--- src/rtl/mem_arbiter.sv ---
// Two-master arbiter sharing one single-ported memory bus between instruction fetch
// and the memory-stage load/store port; mem has priority, with a starvation guard for fetch.
module mem_arbiter #(
  parameter int unsigned MEM_MAX_CONSEC = 4,
  parameter int unsigned TIMEOUT        = 255
) (
  input  logic        clk,
  input  logic        reset_n,

  input  logic        fe_req,
  input  logic [29:0] fe_addr,
  output logic        fe_ack,
  output logic        fe_error,
  output logic [31:0] fe_data,

  input  logic        mem_req,
  input  logic [31:0] mem_addr,
  input  logic        mem_write,
  input  logic [31:0] mem_wdata,
  input  logic        mem_extend,
  input  logic [1:0]  mem_width,
  output logic        mem_ack,
  output logic        mem_error,
  output logic [31:0] mem_rdata,

  output logic        bus_req,
  output logic [31:0] bus_addr,
  output logic        bus_write,
  output logic [31:0] bus_wdata,
  output logic        bus_extend,
  output logic [1:0]  bus_width,
  input  logic        bus_ack,
  input  logic        bus_error,
  input  logic [31:0] bus_rdata,

  output logic [1:0]  arb_owner
);

  localparam int unsigned STARVE_W = 8;
  localparam int unsigned TO_W     = 16;

  localparam logic [STARVE_W-1:0] STARVE_MAX = STARVE_W'(MEM_MAX_CONSEC);
  localparam logic [TO_W-1:0]     TO_LAST    = TO_W'(TIMEOUT - 32'd1);
  localparam bit                  TO_EN      = (TIMEOUT != 0);

  // State encoding doubles as the arb_owner status value.
  typedef enum logic [1:0] {
    IDLE     = 2'd0,
    FE_BUSY  = 2'd1,
    MEM_BUSY = 2'd2
  } state_t;

  state_t              state;
  state_t              state_nxt;
  logic [STARVE_W-1:0] starve_cnt;
  logic [TO_W-1:0]     to_cnt;

  logic busy;
  logic fe_force;
  logic grant_fe;
  logic grant_mem;
  logic timeout_hit;

  assign busy        = (state != IDLE);
  assign fe_force    = fe_req && (starve_cnt == STARVE_MAX);
  assign timeout_hit = TO_EN && busy && !bus_ack && (to_cnt == TO_LAST);

  // State register.
  always_ff @(posedge clk or negedge reset_n) begin
    if (!reset_n) begin
      state <= IDLE;
    end else begin
      state <= state_nxt;
    end
  end

  // Next-state and grant decisions.
  always_comb begin
    state_nxt = state;
    grant_fe  = 1'b0;
    grant_mem = 1'b0;
    case (state)
      IDLE: begin
        if (mem_req && !fe_force) begin
          grant_mem = 1'b1;
          state_nxt = MEM_BUSY;
        end else if (fe_req) begin
          grant_fe  = 1'b1;
          state_nxt = FE_BUSY;
        end
      end
      FE_BUSY, MEM_BUSY: begin
        if (bus_ack || timeout_hit) begin
          state_nxt = IDLE;
        end
      end
      default: state_nxt = IDLE;
    endcase
  end

  // Starvation guard: counts mem grants that overtook a waiting fetch.
  always_ff @(posedge clk or negedge reset_n) begin
    if (!reset_n) begin
      starve_cnt <= '0;
    end else if (grant_fe) begin
      starve_cnt <= '0;
    end else if (grant_mem) begin
      if (!fe_req) begin
        starve_cnt <= '0;
      end else if (starve_cnt < STARVE_MAX) begin
        starve_cnt <= starve_cnt + STARVE_W'(1);
      end
    end
  end

  // Busy-cycle counter for the bus timeout; saturates when timeout is disabled.
  always_ff @(posedge clk or negedge reset_n) begin
    if (!reset_n) begin
      to_cnt <= '0;
    end else if (grant_fe || grant_mem) begin
      to_cnt <= '0;
    end else if (busy && !bus_ack && (to_cnt != {TO_W{1'b1}})) begin
      to_cnt <= to_cnt + TO_W'(1);
    end
  end

  // Bus mux and completion routing from the current owner.
  always_comb begin
    bus_req    = 1'b0;
    bus_addr   = '0;
    bus_write  = 1'b0;
    bus_wdata  = '0;
    bus_extend = 1'b0;
    bus_width  = 2'd0;
    fe_ack     = 1'b0;
    fe_error   = 1'b0;
    fe_data    = '0;
    mem_ack    = 1'b0;
    mem_error  = 1'b0;
    mem_rdata  = '0;
    arb_owner  = state;
    case (state)
      FE_BUSY: begin
        bus_req   = 1'b1;
        bus_addr  = {fe_addr, 2'b00};
        bus_width = 2'd2;
        if (bus_ack) begin
          fe_ack   = 1'b1;
          fe_error = bus_error;
          fe_data  = bus_rdata;
        end else if (timeout_hit) begin
          fe_ack   = 1'b1;
          fe_error = 1'b1;
        end
      end
      MEM_BUSY: begin
        bus_req    = 1'b1;
        bus_addr   = mem_addr;
        bus_write  = mem_write;
        bus_wdata  = mem_wdata;
        bus_extend = mem_extend;
        bus_width  = mem_width;
        if (bus_ack) begin
          mem_ack   = 1'b1;
          mem_error = bus_error;
          mem_rdata = bus_rdata;
        end else if (timeout_hit) begin
          mem_ack   = 1'b1;
          mem_error = 1'b1;
        end
      end
      default: ;
    endcase
  end

endmodule

--- config.mk ---
export PLATFORM = sky130hd
export DESIGN_NAME = mem_arbiter
export DESIGN_NICKNAME = d
export VERILOG_FILES = /design/src/rtl/mem_arbiter.sv
export SDC_FILE = /design/constraint.sdc
export NUM_CORES = 1
export LEC_CHECK = 0
export ABC_CLOCK_PERIOD_IN_PS = 2600
export BUFFER_PORTS_ARGS = -buffer_cell sky130_fd_sc_hd__buf_2
export CORE_AREA = 2 2 108 110
export CTS_CLUSTER_DIAMETER = 40
export DETAILED_ROUTE_END_ITERATION = 16
export DIE_AREA = 0 0 110 112
export GPL_ROUTABILITY_DRIVEN = 0
export GPL_TIMING_DRIVEN = 0
export PLACE_DENSITY = 0.65
export SETUP_SLACK_MARGIN = 0.3
export SLEW_MARGIN = 20
export SYNTH_ARGS = -nofsm -noshare
export SYNTH_HDL_FRONTEND = slang
export SYNTH_SLANG_ARGS = --single-unit
export TNS_END_PERCENT = 5
--- constraint.sdc ---
create_clock -name clk -period 2.6 [get_ports clk]
set_input_delay 0.52 -clock clk [delete_from_list [all_inputs] [get_ports clk]]
set_output_delay 0.52 -clock clk [all_outputs]
set_load 0.02 [all_outputs]
# [Yosys cells after proc, flatten, opt, wreduce, memory -nomap -nowiden]
# Cells that the tools add are included.
[word_totals] ff_bits=26 inputBits=136 out_inout_bits=139 word_cells=61
[classes] addsub=2 magnitude_cmp=1 n_eq_ne=8 n_mux=31 reduce_logical=16
[op_table] operator="two-way mux 32 bit" count=4
[op_table] operator="case mux 32 bit (2 select lines)" count=1
[op_table] operator="two-way mux 16 bit" count=2
[op_table] operator="two-way mux 8 bit" count=4
[op_table] operator="adder 16 x 1 -> 16 bit (second input constant)" count=1
[op_table] operator="== test 16 x 8 -> 1 bit (second input constant)" count=1
[op_table] operator="!= test 16 bit (second input constant)" count=1
[op_table] operator="two-way mux 1 bit" count=15
[op_table] operator="adder 8 x 1 -> 8 bit (second input constant)" count=1
[op_table] operator="== test 8 x 3 -> 1 bit (second input constant)" count=1
[op_table] operator="< comparator 8 x 3 -> 1 bit (second input constant)" count=1
[op_table] operator="case mux 2 bit (2 select lines)" count=2
[op_table] operator="two-way mux 2 bit" count=3
[op_table] operator="nonzero test 2 bit" count=3
[op_table] operator="logical AND 1 bit" count=5
[op_table] operator="AND reduction 2 bit" count=2
[op_table] operator="!= test 3 x 1 -> 1 bit (second input constant)" count=1
[op_table] operator="!= test 3 bit (second input constant)" count=1
[op_table] operator="== test 2 x 1 -> 1 bit (second input constant)" count=1
[op_table] operator="== test 2 bit (second input constant)" count=1
[op_table] operator="logical NOT 1 bit" count=2
[op_table] operator="logical NOT 2 bit" count=1
[op_table] operator="logical OR 1 bit" count=2
[op_table] operator="!= test 2 x 1 -> 1 bit (second input constant)" count=1
[op_table] operator="OR reduction 2 bit" count=1

# [Longest topological paths before layout]
# Gate-level depths: netlist of run 1.
[depth] depth_word=8 depth_mapped=7 depth_no_buf=6

# [Least setup slack after synthesis of run 1]
# OpenSTA, ideal clock, no wires.
[synth_timing] kind="reg2out" startpoint="register state[0], in the netlist arb_owner[0]" endpoint="output bus_addr[14]" arrival_ns=1.909 required_time_ns=2.080 path_slack_ns=0.171 stages_incl_launch_ff=7 n_path_buf=2 cell_sequence="dfrtp_1 inv_1 ha_1 and2_1 buf_1 clkbuf_1 a22o_1"
[synth_via] elab_chain_cells=2 word_cells_on_any_way=3 classes_between="eq/ne (2); mux (1)"
[synth_rtl] item="from (decl)" line_no="53" source="state_t state;"
[synth_rtl] item="from (signal assigned)" line_no="73" source="state <= state_nxt;"
[synth_rtl] item="== test 2 bit or == test 2 x 1 -> 1 bit (tied branches)" line_no="142" source="case (state)"
[synth_rtl] item="case mux 32 bit (2 select lines) (*)" line_no="142"
[synth_rtl] item="to (decl)" line_no="27" source="output logic [31:0] bus_addr,"
# Mark *: on every way between the ends. The rest lies on a longest branch, timed or not.

# [Final worst setup path of run 1]
[layout_timing] startpoint="register to_cnt[10]" endpoint="output fe_error"
[layout_via] elab_chain_cells=5
[layout_rtl] item="from (decl)" line_no="56" source="logic [TO_W-1:0] to_cnt;"
[layout_rtl] item="from (signal assigned)" line_no="123" source="to_cnt <= to_cnt + TO_W'(1);"
[layout_rtl] item="== test 16 x 8 -> 1 bit" line_no="66" source="assign timeout_hit = TO_EN && busy && !bus_ack && (to_cnt == TO_LAST);"
[layout_rtl] item="logical AND 1 bit" line_no="66"
[layout_rtl] item="two-way mux 1 bit" line_no="151" source="end else if (timeout_hit) begin"
[layout_rtl] item="two-way mux 1 bit" line_no="147" source="if (bus_ack) begin"
[layout_rtl] item="two-way mux 1 bit" line_no="142"
[layout_rtl] item="to (decl)" line_no="13" source="output logic fe_error,"
# No other way between the ends.

==> summary.txt, run 1 <==
Outcome
  – Status: complete, no violations

Placed design
  – Post-DP HPWL: 12200 µm
  – PortBufs: 272
  – Dpl cells: 735
  – Pre-CTS setup slack: -0.186 ns

STA
  – Slew @ Worst Pin: just under 1 ns
  – Min cycle time layout: 2.39 ns
  – Setup WS post-layout: 0.206 ns
  – Setup violators final: 0
  – Final Skew: 0.00343 ns
  – RSZ-0062 raised after global routing: true
  – Hold WS: roughly 0.26 ns
  – Final worst path period share: between 90 and 100%
  – Final hold violation count: 0
  – Final Max Slew Viols: 0
  – Setup TNS: 0 ns
  – Fmax: 418 MHz
  – Rel. slew slack: 34.5%

Synth
  – Syn nets: 463
  – Largest family of logic cells by synthesized area: simple AND/OR/NAND/NOR gates
  – Synth Flop Type: dfrtp_1
  – Top-area cell type share of the netlist area: 25.4%
  – Synth Area in Adders: 3.42%
  – Mux cell area share after synthesis: 2.78%
  – FF+latch count, synth: 26
  – Post-synthesis simple-gate area fraction: 40.6%
  – Syn avg cell area: 8.01 µm²
  – Ys Warns: 0
  – Post-synthesis compound-gate area fraction: 21.9%
  – Commonest cells in the netlist: and3_1, and2_1, a22o_1
  – Async set or reset register ratio after synthesis: between 90% and 100%
  – Cell with the most instances after synthesis: and3_1
  – Cells after Synth: 320
  – Netlist cell types: 47
  – XOR/XNOR Fraction of Synth Area: 0%
  – Synth top area cells: dfrtp_1, and3_1, a22o_1
  – EDFF count, synth: 0
  – Post-synthesis sequential area ratio: between 20% and 30%
  – Synth area leader: dfrtp_1
  – Post-synthesis instance area: roughly 2600 µm²

Setup path
  – Critical path's top delay family: simple AND/OR/NAND/NOR gates
  – CP endpoint kind: output port
  – Slowest cell delay on critical path: 0.43 ns
  – CP max FO: 6
  – Crit path kind: reg -> out
  – Slowest cell on crit path: or3_1
  – Most used cell along the critical path: buf_4
  – Worst Path Required: 2.08 ns
  – CP startpoint kind: flip-flop
  – Crit-path cells: or3_1, nor4_4, buf_4, o211a_1, buf_4
  – Critical path arrival: about 1.9 ns
  – Critical path buffers and inverters: 2

Global route
  – Grt total ovfl: 0
  – Initial antenna violation count: 1
  – Number of global-route vias before repair: 3535
  – First-pass GRT wire length: 20000 µm
  – Largest net degree at the start of global routing: 27
  – Global Route Usage Sum: between 20% and 30%

Clock tree
  – CTS root buf: clkbuf_16
  – H-tree level count: 1
  – CTS tree: built
  – Cts bufs inserted: 3
  – Clock sinks: 26
  – # hold bufs at CTS: 0
  – Reg clk slew, reported paths: 0.06 ns
  – Clk_lat worst skew: 0.26 ns
  – Clock Path Buffers: 2

Drt
  – WL/cell: 19.0 µm
  – Via count: roughly 3800
  – Final WL: 14300 µm
  – Vias per cell: 5.04
  – DR iter-0 viols: 248
  – Post-route DRC violation count: 0
  – Antenna Nets Post-Route: 0
  – First drt pass iteration count: 6

Final layout
  – Cell Count, Final, Fillers Out: 750
  – Fin nets: 751
  – Fillcell total: 1129
  – Share of post-route cells with drive strength above 1: 54.1%
  – Area of the multi-input gates: roughly 1800 µm²
  – Reg area: 651 µm²
  – P&R area growth vs syn: 74.7%

Floorplan
  – Die Y: around 110 µm
  – Die ar.: 12300 µm²
  – I/O pin count: ~280
  – Die X: around 110 µm
  – Effective utilization at floorplan: 22.9%
  – Core area: about 11000 µm²
  – FP Rows: 39

Worst hold path
  – Hold Path Class: in -> async

Pwr
  – Static leakage: 2.78 nW
  – PD cells: 852 nW/µm²
  – Peak supply drop: 0.463 mV
  – Total design power: 0.00382 W

Job
  – Max Cap Viol: 0
metrics by stage:
stage,cell area [µm²],util [%]
after floorplan,2580,-
after global placement,4120,36.8
after detailed placement,4120,36.8
after CTS,4450,39.8
after global routing,4480,40.1
final,4480,40.1
metal layers:
metal,track usage (%),share of wire (%),vias up
met5,0,0,-
met4,3.38,1.2,0
met3,3.69,9.9,15
met2,35.7,46,231
met1,28.8,43,1769
li1,-,-,1768
cells by family after synthesis:
logic type               after synthesis
multiplexers                           7
adder cells (fa/ha/maj)                7
flip-flops                            26
AND/OR/NAND/NOR                      170
AO/OA/AOI/OAI                         73
buffers and inverters                 37
flip-flops by register name, indices dropped and copies added, names as in the netlist:
signal and flops:
to_cnt 16, starve_cnt 8, arb_owner 2
path summary, 6_finish.rpt:
kind	start	to	slack, ns	cells past startpoint
setup / recovery	to_cnt[10]	fe_error	0.21	5
hold / removal	reset_n	to_cnt[4]	0.26	1
setup reg to reg	arb_owner[1]	to_cnt[13]	0.33	7
hold reg to reg	starve_cnt[7]	starve_cnt[7]	0.48	1
max in group asynchronous	reset_n	to_cnt[5]	1.96	1
min in group clk	starve_cnt[7]	starve_cnt[7]	0.48	1
cells in the final DEF (no fill, tap or decap), types with 4 or more instances in the layout:
cell | Yosys | routed
dfrtp_1 | 26 | 26
nand2_1 | 17 | 17
nor2_1 | 6 | 6
buf_2 | 1 | 265
and2_1 | 41 | 40
and3_1 | 68 | 66
inv_1 | 7 | 5
a22o_1 | 31 | 31
clkbuf_2 | 0 | 6
o21ai_0 | 7 | 7
o31ai_1 | 7 | 7
or4_1 | 4 | 4
a21oi_1 | 8 | 8
buf_6 | 1 | 8
clkbuf_8 | 0 | 7
nor4_1 | 6 | 4
clkbuf_1 | 25 | 10
mux2i_1 | 6 | 6
ha_1 | 7 | 4
buf_4 | 1 | 13
power by group:
group	internal, W	total, W	switching, W
combinational	0.00118	0.00299	0.00181
clock	0.000203	0.000331	0.000127
sequential	0.000448	0.000492	0.0000438
final cells by class:
type	instances	share of cell area, %
antenna	1	0.0559
buffer	30	4.86
clock buffer	3	1.68
inverter	7	0.587
multi-input combinational	257	41.1
sequential	26	14.5
tap	143	3.99
timing repair buffer	283	33.2
what timing repair did:
action,CTS,global route
endpoints found under the setup margin,134,96
gates resized for setup,51,9
endpoints found under the hold margin,0,0
cloned,2,0
pin swaps,5,2
buffers inserted,7,2
Note: power is estimated with default switching activity, not from simulation.
==> run 2: changes to the inputs <==
ABC_CLOCK_PERIOD_IN_PS = 2160   (was 2600)
PLACE_DENSITY = 0.67   (was 0.65)
clock period = 2.16 ns   (was 2.6 ns; I/O delays follow)
==> run 2 against run 1 <==
Effect of this change: the run now ends with setup timing left; first-iteration DRC count rose by 2.0%; sequential share of layout area fell by 2.6 points; utilization rose by 9.0 points; clock power rose by 64%; wire length rose by 9.8%; final area rose by 23%; total power rose by 61%; sequential cell count did not move; largest cell class is now non-clock buffers; highest routed layer is now met5.
==> summary.txt, run 2 (synthesis gave the netlist of run 1 again) <==
Outcome
  – Status: complete, but fails checks (was complete, no violations)
  – Failing checks: setup timing

STA
  – Final Max Slew Viols: 0 (unchanged)
  – Rel. slew slack: 52.7% (was 34.5%)
  – RSZ-0062 raised after global routing: true (unchanged)
  – Hold WS: 0.165 ns (was 0.262 ns)
  – Fmax: 436 MHz
  – Setup WS post-layout: -0.132 ns (was 0.206 ns)
  – Setup violators final: 35 (was 0)
  – Final hold violation count: 0 (unchanged)
  – Min cycle time layout: 2.29 ns
  – Slew @ Worst Pin: 0.704 ns (was 0.973 ns)
  – Final worst path period share: 106%
  – Final Skew: 0.00420 ns (was 0.00343 ns)
  – Setup TNS: -3.04 ns (was 0 ns)

Global route
  – Grt total ovfl: 0 (unchanged)
  – Initial antenna violation count: 5 (was 1)
  – Number of global-route vias before repair: 3809 (was 3535)
  – Global Route Usage Sum: 23.7% (was 21.3%)
  – First-pass GRT wire length: 21900 µm (was 20000 µm)
  – Largest net degree at the start of global routing: 27 (unchanged)

Placed design
  – Dpl cells: 735 (unchanged)
  – Post-DP HPWL: 12200 µm (about the same)
  – PortBufs: 272 (unchanged)

Floorplan
  – FP Rows: 39 (unchanged)
  – Effective utilization at floorplan: 22.9% (unchanged)
  – Die ar.: 12300 µm² (unchanged)
  – Die Y: 112 µm (unchanged)
  – I/O pin count: 275 (unchanged)
  – Core area: 11200 µm² (unchanged)
  – Die X: 110 µm (unchanged)

Drt
  – WL/cell: 20.6 µm (was 19.0 µm)
  – Via count: 3905 (was 3783)
  – Antenna Nets Post-Route: 0 (unchanged)
  – Final WL: 15700 µm (was 14300 µm)
  – Post-route DRC violation count: 0 (unchanged)
  – First drt pass iteration count: 5 (was 6)
  – DR iter-0 viols: 253 (was 248)
  – Vias per cell: 5.14 (was 5.04)

Setup path
  – Crit-path cells: inv_4, ha_4, and2_4, clkbuf_16, clkbuf_16, a22o_4, buf_6 (was or3_1, nor4_4, buf_4, o211a_1, buf_4)
  – CP startpoint kind: flip-flop (unchanged)
  – Reg2reg end: to_cnt[13] (unchanged)
  – Critical path buffers and inverters: 4 (was 2)
  – Worst Path Required: 1.73 ns (was 2.08 ns)
  – Crit path kind: reg -> out (unchanged)
  – Worst reg2reg startpoint: arb_owner[1] (unchanged)
  – Worst Reg-to-Reg Cells: 7 (unchanged)
  – Worst Setup SP: arb_owner[1] (was to_cnt[10])
  – Slowest cell delay on critical path: 0.44 ns (was 0.43 ns)
  – Most used cell along the critical path: clkbuf_16 (was buf_4)
  – CP endpoint kind: output port (unchanged)
  – Critical path's top delay family: buffers and inverters (was simple AND/OR/NAND/NOR gates)
  – CP max FO: 6 (unchanged)
  – R2R Setup Slk: 0 ns (was 0.33 ns)
  – Slowest cell on crit path: dfrtp_2 (was or3_1)
  – Critical path arrival: 1.86 ns (was 1.87 ns)

Clock tree
  – Reg clk slew, reported paths: 0.07 ns (was 0.06 ns)
  – CTS tree: built (unchanged)
  – Clock Path Buffers: 2 (unchanged)
  – Clock sinks: 26 (unchanged)
  – H-tree level count: 1 (unchanged)
  – # hold bufs at CTS: 0 (unchanged)
  – Clk_lat worst skew: 0.26 ns (about the same)
  – Cts bufs inserted: 3 (unchanged)
  – CTS root buf: clkbuf_16 (unchanged)

Final layout
  – Largest register FFs: 16 (unchanged)
  – Most common cell after layout, fill and taps aside: buf_2 (unchanged)
  – Share of post-route cells with drive strength above 1: 64.9% (was 54.1%)
  – P&R area growth vs syn: 114% (was 74.7%)
  – Fillcell total: 1038 (was 1129)
  – Most frequent cells in the layout: buf_2, buf_6, buf_4 (was buf_2, and3_1, and2_1)
  – Cell Count, Final, Fillers Out: 760 (was 750)
  – Most flops, register: to_cnt (unchanged)
  – Fin nets: 760 (was 751)

Worst hold path
  – Hold Path Class: in -> async (unchanged)

Pwr
  – Static leakage: 3.07 nW (was 2.78 nW)
  – Peak supply drop: 0.687 mV (was 0.463 mV)
  – PD cells: 1120 nW/µm² (was 852 nW/µm²)

Job
  – Max Cap Viol: 0 (unchanged)
-- run 2: cell types whose count changed in the layout (fill, tap and decap cells not counted), sizes merged --
cell / previous run / this run
clkbuf: 29 / 21
buf: 287 / 304
bufinv: 0 / 1
-- run 2: final cells by class --
type | instances | area, µm² | area share, %
Clock buffer | 3 | 75.1 | 1.37
Inverter | 7 | 28.8 | 0.524
Tap cell | 143 | 179 | 3.26
Multi-Input combinational cell | 257 | 2050 | 37.4
Sequential cell | 26 | 653 | 11.9
Timing Repair Buffer | 292 | 2120 | 38.6
Antenna cell | 1 | 2.50 | 0.0456
Buffer | 30 | 350 | 6.38
Clock inverter | 1 | 30.0 | 0.547
-- run 2: metrics by stage --
step	util [%]	power (W)	area (µm²)	setup WS (ns)
global route	49.1	0.00641	5490	-0.203
CTS	47.4	0.00583	5300	-0.128
detailed placement	38.1	0.00404	4260	-0.224
floorplan	-	0.00282	2720	0.156
finish	49.1	0.00613	5490	-0.132
global placement	38.1	0.00399	4260	-0.222
-- run 2: what timing repair did --
item,4_1_cts,5_1_grt
pin swaps,16,9
setup endpoints to repair,154,154
cloned,4,0
gates resized for setup,246,67
buffers inserted,16,0
hold endpoints to repair,0,0
-- run 2: routing by layer --
layer,part of all wire [%],vias up,GRT usage [%],wire [µm]
li1,-,1797,-,-
met2,48,238,40.5,7480
met3,9.1,14,5.27,1430
met5,0.36,-,0,57
met1,42,1848,31.4,6620
met4,0.62,8,2.45,98
-- run 2: power breakdown --
group / internal, W / switching [W] / leakage, nW
Combinational: 0.00250 / 0.00248 / 2.66
Clock: 0.000369 / 0.000174 / 0.0511
Sequential: 0.000543 / 0.0000556 / 0.355
Total: 0.00341 / 0.00271 / 3.07
-- run 2: worst max-delay path by stage --
stage / to / slack, ns / depth (start not counted)
3_3_place_gp: fe_ack / -0.22 / 5
3_5_place_dp: fe_ack / -0.22 / 5
6_report: bus_addr[27] / -0.13 / 7
2_1_floorplan: to_cnt[13] / 0.16 / 6
4_1_cts: bus_addr[31] / -0.13 / 7
5_1_grt: mem_error / -0.20 / 7
